File: config.mk
export PLATFORM = sky130hd
export DESIGN_NAME = minaret_mem_arbiter
export DESIGN_NICKNAME = d
export VERILOG_FILES = /design/src/rtl/minaret_arb_pkg.sv /design/src/rtl/minaret_arb_timer.sv /design/src/rtl/minaret_mem_arbiter.sv
export SDC_FILE = /design/constraint.sdc
export NUM_CORES = 1
export LEC_CHECK = 0
export ABC_CLOCK_PERIOD_IN_PS = 2000
export CAP_MARGIN = 20
export CORE_AREA = 2 2 104 106
export CTS_CLUSTER_SIZE = 8
export DETAILED_ROUTE_END_ITERATION = 12
export DIE_AREA = 0 0 106 108
export PLACE_DENSITY_LB_ADDON = 0.1
export SYNTH_ARGS = -nofsm -noshare
export SYNTH_HDL_FRONTEND = slang
export SYNTH_HIERARCHICAL = 1
export SYNTH_SLANG_ARGS = --single-unit
File: constraint.sdc
create_clock -name clk -period 2 [get_ports clk]
set_input_delay 0.5 -clock clk [delete_from_list [all_inputs] [get_ports clk]]
set_output_delay 0.5 -clock clk [all_outputs]
set_load 0.005 [all_outputs]
File: src/rtl/minaret_arb_pkg.sv
// Shared types and widths for the minaret memory arbiter.
package minaret_arb_pkg;
    localparam int XLEN  = 32;
    localparam int MASKW = 4;

    typedef enum logic [1:0] {
        IDLE  = 2'd0,
        GNT_I = 2'd1,
        GNT_D = 2'd2
    } arb_state_t;
endpackage

File: src/rtl/minaret_arb_timer.sv
// Grant timeout counter for the minaret arbiter (used with MINARET_ARB_TIMEOUT_EN).
module minaret_arb_timer #(
    parameter int TIMEOUT_CYCLES = 255
) (
    input  logic clk,
    input  logic rst,
    input  logic busy,
    input  logic mem_ready,
    output logic expired
);
    localparam int CW = $clog2(TIMEOUT_CYCLES + 1);

    logic [CW-1:0] cnt_q, cnt_d;

    // Counter is held at zero while idle, so every grant starts from zero.
    always_comb begin
        cnt_d = '0;
        if (busy && !mem_ready && !expired)
            cnt_d = cnt_q + CW'(1);
    end

    assign expired = busy && (cnt_q == CW'(TIMEOUT_CYCLES));

    always_ff @(posedge clk or posedge rst) begin
        if (rst) cnt_q <= '0;
        else     cnt_q <= cnt_d;
    end
endmodule

File: src/rtl/minaret_mem_arbiter.sv
// Shares one memory port between the minaret instruction and data ports.
// Optional grant timeout with bus error: define MINARET_ARB_TIMEOUT_EN.
module minaret_mem_arbiter
    import minaret_arb_pkg::*;
#(
    parameter int MAX_DSTREAK    = 4,
    parameter int TIMEOUT_CYCLES = 255
) (
    input  logic             clk,
    input  logic             reset,
    input  logic             imem_valid,
    output logic             imem_ready,
    input  logic [XLEN-1:0]  imem_addr,
    output logic [XLEN-1:0]  imem_rdata,
    input  logic             dmem_valid,
    output logic             dmem_ready,
    input  logic [XLEN-1:0]  dmem_addr,
    input  logic [MASKW-1:0] dmem_wmask,
    input  logic [XLEN-1:0]  dmem_wdata,
    output logic [XLEN-1:0]  dmem_rdata,
    output logic             mem_valid,
    input  logic             mem_ready,
    output logic [XLEN-1:0]  mem_addr,
    output logic [MASKW-1:0] mem_wmask,
    output logic [XLEN-1:0]  mem_wdata,
    input  logic [XLEN-1:0]  mem_rdata,
    output logic             bus_err
);
    localparam int SW = $clog2(MAX_DSTREAK + 1);

    arb_state_t    state_q, state_d;
    logic [SW-1:0] streak_q, streak_d;
    logic          timeout;

`ifdef MINARET_ARB_TIMEOUT_EN
    minaret_arb_timer #(.TIMEOUT_CYCLES(TIMEOUT_CYCLES)) u_timer (
        .clk       (clk),
        .rst       (reset),
        .busy      (state_q != IDLE),
        .mem_ready (mem_ready),
        .expired   (timeout)
    );
`else
    // Without the timer a grant waits forever; the parameter is inert.
    assign timeout = 1'b0 && (TIMEOUT_CYCLES > 0);
`endif

    always_comb begin
        state_d    = state_q;
        streak_d   = streak_q;
        mem_valid  = 1'b0;
        mem_addr   = '0;
        mem_wmask  = '0;
        mem_wdata  = '0;
        imem_ready = 1'b0;
        imem_rdata = '0;
        dmem_ready = 1'b0;
        dmem_rdata = '0;
        bus_err    = 1'b0;
        case (state_q)
            IDLE: begin
                // Streak only moves on arbitration decisions; no fetch pending resets it.
                if (dmem_valid && (!imem_valid || streak_q < SW'(MAX_DSTREAK))) begin
                    state_d = GNT_D;
                    if (imem_valid && streak_q != SW'(MAX_DSTREAK))
                        streak_d = streak_q + SW'(1);
                end else if (imem_valid) begin
                    state_d = GNT_I;
                end
                if (!imem_valid || state_d == GNT_I)
                    streak_d = '0;
            end
            GNT_I: begin
                mem_valid = imem_valid;
                mem_addr  = imem_addr;
                if (!imem_valid) begin
                    state_d = IDLE;
                end else if (mem_ready) begin
                    imem_ready = 1'b1;
                    imem_rdata = mem_rdata;
                    state_d    = IDLE;
                end else if (timeout) begin
                    imem_ready = 1'b1;
                    bus_err    = 1'b1;
                    state_d    = IDLE;
                end
            end
            GNT_D: begin
                mem_valid = dmem_valid;
                mem_addr  = dmem_addr;
                mem_wmask = dmem_wmask;
                mem_wdata = dmem_wdata;
                if (!dmem_valid) begin
                    state_d = IDLE;
                end else if (mem_ready) begin
                    dmem_ready = 1'b1;
                    dmem_rdata = mem_rdata;
                    state_d    = IDLE;
                end else if (timeout) begin
                    dmem_ready = 1'b1;
                    bus_err    = 1'b1;
                    state_d    = IDLE;
                end
            end
            default: state_d = IDLE;
        endcase
    end

    always_ff @(posedge clk or posedge reset) begin
        if (reset) begin
            state_q  <= IDLE;
            streak_q <= '0;
        end else begin
            state_q  <= state_d;
            streak_q <= streak_d;
        end
    end
endmodule

# [Yosys cells after proc, flatten, opt, wreduce, memory -nomap -nowiden]
# Cells that the tools add are included.
[op_classes] mux=24 n_lt_le_gt_ge=1 eq_ne=4 reduce_logical=9 addsub=1
[ops] operator="$mux 32" n=6
[ops] operator="$pmux 32 s2" n=1
[ops] operator="$mux 2" n=6
[ops] operator="$mux 3" n=3
[ops] operator="$pmux 2 s3" n=1
[ops] operator="$mux 1" n=5
[ops] operator="$eq 2x1->1 const B" n=2
[ops] operator="$mux 4" n=1
[ops] operator="$reduce_bool 2->1" n=2
[ops] operator="$add 3x1->3 const B" n=1
[ops] operator="$lt 3x3->1 const B" n=1
[ops] operator="$ne 3x3->1 const B" n=1
[ops] operator="$reduce_and 3->1" n=1
[ops] operator="$eq 2x2->1 const B" n=1
[ops] operator="$logic_and 1x1->1" n=2
[ops] operator="$logic_not 2->1" n=1
[ops] operator="$logic_or 1x1->1" n=2
[ops] operator="$pmux 1 s2" n=1
[ops] operator="$logic_not 1->1" n=1
[totals] word_cells=41 reg_bits=5

# [Logic depth before layout (Yosys ltp)]
[logic_depth] ltp_word=9 depth_mapped=6

# [Worst setup path after synthesis]
# OpenSTA, ideal clock, no wires.
[synth_timing] kind="flip-flop to output port" from="register state_q[0]" to="output port dmem_rdata[22]" path_stages_with_launch=7 arrival_ns=1.247 setup_slack_ns=0.253 required_time_ns=1.500 path_cell_list="dfrtp_1 -> inv_1 -> ha_1 -> buf_2 -> and3_4 -> buf_6 -> and2_1"
[synth_between] elab_chain_len=2
[synth_rtl] element="start: declaration" line="minaret_mem_arbiter.sv:31" rtl="arb_state_t state_q, state_d;"
[synth_rtl] element="start signal: assignment" line="minaret_mem_arbiter.sv:114" rtl="state_q <= state_d;"
[synth_rtl] element="$eq 2x2->1" line="minaret_mem_arbiter.sv:60" rtl="case (state_q)"
[synth_rtl] element="$mux 32" line="minaret_mem_arbiter.sv:60"
[synth_rtl] element="end: declaration" line="minaret_mem_arbiter.sv:20" rtl="output logic [XLEN-1:0] dmem_rdata,"
# Every way passes these cells.

# [Worst setup path in the final report]
[layout_timing] from="register state_q[0]" to="output port imem_rdata[17]"
[layout_between] elab_chain_len=2
[layout_rtl] element="$eq 2x1->1" line="minaret_mem_arbiter.sv:60"
[layout_rtl] element="$mux 32" line="minaret_mem_arbiter.sv:60"
[layout_rtl] element="end: declaration" line="minaret_mem_arbiter.sv:14" rtl="output logic [XLEN-1:0] imem_rdata,"
# Every way passes these cells.

==> results.txt <==
Status: complete, but fails checks
Failing checks: setup timing
RSZ-0062 raised after global routing: true
Ys Warns: 6
Grt ovf: 0
Flop pwr share: 3.8%
Antenna Cells: 0
Buf+Inv Stages, Crit Path: 4
Library cells used by synthesis: 25
Hold buffers post-CTS: 0
Synth top area share: 39.7%
GPL Wtd Cong: 0.743
First-pass DRT Iterations: 4
HP Class: in -> async
Top cell types by occurrence after synthesis: 100 x and2_1, 33 x a22oi_1, 33 x nor2b_1, 8 x buf_2, 7 x inv_1
Pwr Total: 4.22 mW
Net switching power: 1.54 mW
Die area: 11400 um2
Nets: 693
Total GRT Usage: 18.0%
CORE AREA: 10200 um2
Post-Syn Instances: 222
CP top delay family: buffers and inverters
Synth Flop Type: dfrtp_1
TritonCTS buffer count: 3
Min Hold Slack: 0.486 ns
Setup violations, final: 72
Routed WL per cell: 16.9 um
Vias in the first global route: 2976
Initial antenna violation count: 0
Ys async rst share: 100%
Crit path cell chain: buf_4 > ha_4 > and3_4 > buf_6 > buf_12 > and2_4 > buf_6
Max VDD drop: 0.393 mV
Kind of critical path: reg -> out
Reg2reg end: state_q[0]
R2r startpoint: state_q[1]
R2r worst-path depth: 7
Post-synthesis sequential area ratio: 7.95%
#FFs+latches synth: 5
Most frequent cell after synthesis: and2_1
Post-Syn Area: 1570 um2
Die Width: 106 um
Req. time, crit path: 1.50 ns
Most used cell, CP: buf_6
CTS tree: built
Startpoint types: flip-flop
CTS Buffer Depth: 2
Layout fillers: 1002
Port Buffer Count: 271
Sw Ratio: 36.5%
Non-filler cells, final: 685
Comb pwr share: 91.9%
Routed via count: 2923
Worst Setup End Kind: primary output
Via density: 4.27
Clock Skew: 0.00129 ns
Fin util: 51.0%
Slowest cell on the critical path: dfrtp_1
PD cells: 809 nW/um2
CTS Sinks: 5
Clock share of power: 4.3%
Fin crit period: 2.12 ns
CP max FO: 7
Initial DRC Count: 78
Layout area overhead: 232%
Clock root buffer: clkbuf_8
Detailed Route WL: 11600 um
Tcrit/Tclk final: 106%
Setup WS pre-CTS: -0.604 ns
Critical Path Max Stage Delay: 0.38 ns
Die Height: 108 um
Rows: 37
# Max-Cap Violations: 0
ANT nets after route: 0
Dpl cells: 624
Post-synth EDFFs: 0
Leak pwr: 2.44 nW
Drc violations: 0
Initial core utilization: 15.4%
CTS clk-pin slew, worst paths: 0.03 ns
Final Slew Violations: 0
Largest net degree at the start of global routing: 17
Fmax: 0.472 GHz
Avg Cell Area, Syn: 7.09 um2
Yosys top cell by area: and2_1
H-Tree Depth: 1
Area contributors post-synth: and2_1 40%, a22oi_1 16%, nor2b_1 13%
Worst skew pair latency: 0.22 ns
Pint: 2.68 mW
Final hold violations: 0
First-pass GRT wire length: 16100 um
Final WS setup: -0.118 ns
FF-to-FF setup slack: 0.45 ns
Layout cell share with drive strength beyond 1: 53.9%
Ports: 273
Net Count, Synth: 365
WP data arrival: 1.62 ns
HPWL Detailed: 7710 um
[per-stage QoR]
step	cell area (um2)	TNS, ns
5_1_grt	5220	-9.53
4_1_cts	5020	-8.22
6_report	5220	-3.91
3_3_place_gp	4500	-51.07
3_5_place_dp	4500	-52.14
2_1_floorplan	1570	0
[flip-flops by register name (all words and copies together) (netlist names)]
signal	count
streak_q	3
state_q	2
[power groups by stage]
| stage | Combinational, mW | Clock [mW] | Sequential [mW] |
|---|---|---|---|
| after detailed placement | 2.73 | 0 | 0.158 |
| after global placement | 2.73 | 0 | 0.155 |
| after floorplan | 1.12 | 0 | 0.156 |
| after CTS | 3.70 | 0.189 | 0.161 |
| after global routing | 4.15 | 0.198 | 0.167 |
| final | 3.88 | 0.181 | 0.162 |
[cell usage in the layout, fill, tap and decap left out, types with 4 or more instances in the layout]
master	instances
clkdlybuf4s50_1	133
buf_16	7
nor2b_1	32
inv_1	5
and2_4	41
clkbuf_2	13
and3_4	10
dfrtp_1	4
buf_6	67
and2_1	59
buf_2	80
a22oi_2	33
buf_4	19
buf_12	8
[worst max-delay path by stage]
stage	startpoint	to	slack [ns]	depth (start not counted)
after detailed placement	mem_ready	imem_rdata[1]	-0.60	4
final	state_q[0]	imem_rdata[17]	-0.12	7
after floorplan	state_q[0]	dmem_rdata[22]	0.25	6
after global routing	state_q[1]	mem_addr[23]	-0.17	7
after global placement	mem_ready	imem_rdata[1]	-0.60	4
after CTS	state_q[1]	mem_addr[23]	-0.16	7
[cell families (layout without fill, tap and decap cells)]
group	Yosys count	in the layout	share of synthesized area, %
AO/OA/AOI/OAI	40	40	19.4
adder cells (fa/ha/maj)	6	6	4.77
buffers and inverters	30	349	11.3
multiplexers	1	1	0.636
AND/OR/NAND/NOR	139	147	55.7
flip-flops	5	5	7.95
other	1	1	0.238
[timing repair]
action                                  CTS  global route
pin swaps                                42            17
endpoints found under the setup margin  135           135
buffers inserted                         38             5
resized for setup                       628            77
cloned                                   15             1
[routing by layer]
metal / share of wire, % / GRT usage, % / vias up / wire length (um)
met5: 0 / 0 / - / 0
met4: 1.7 / 4.23 / 0 / 192
met3: 8.6 / 4.52 / 12 / 1000
met2: 56 / 36.5 / 163 / 6470
met1: 34 / 18.4 / 1346 / 3940
li1: - / - / 1402 / -
[area by class of cell]
class                      count  area [um2]  share of cell area [%]
inverter                       8        30.0                   0.575
multi-input combinational    195        1670                    32.1
sequential                     5         126                    2.42
timing repair buffer         337        3180                    60.8
tap                          136         170                    3.26
clock buffer                   4        45.0                   0.862
[worst register-to-register path: stages (launching register included)]
cell	delay [ns]
dfrtp_2	0.43
ha_4	0.19
buf_8	0.13
buf_4	0.12
buf_4	0.12
a22oi_2	0.16
nor3_1	0.09
a21o_1	0.19
No activity file was read; power rests on OpenSTA's default activity.
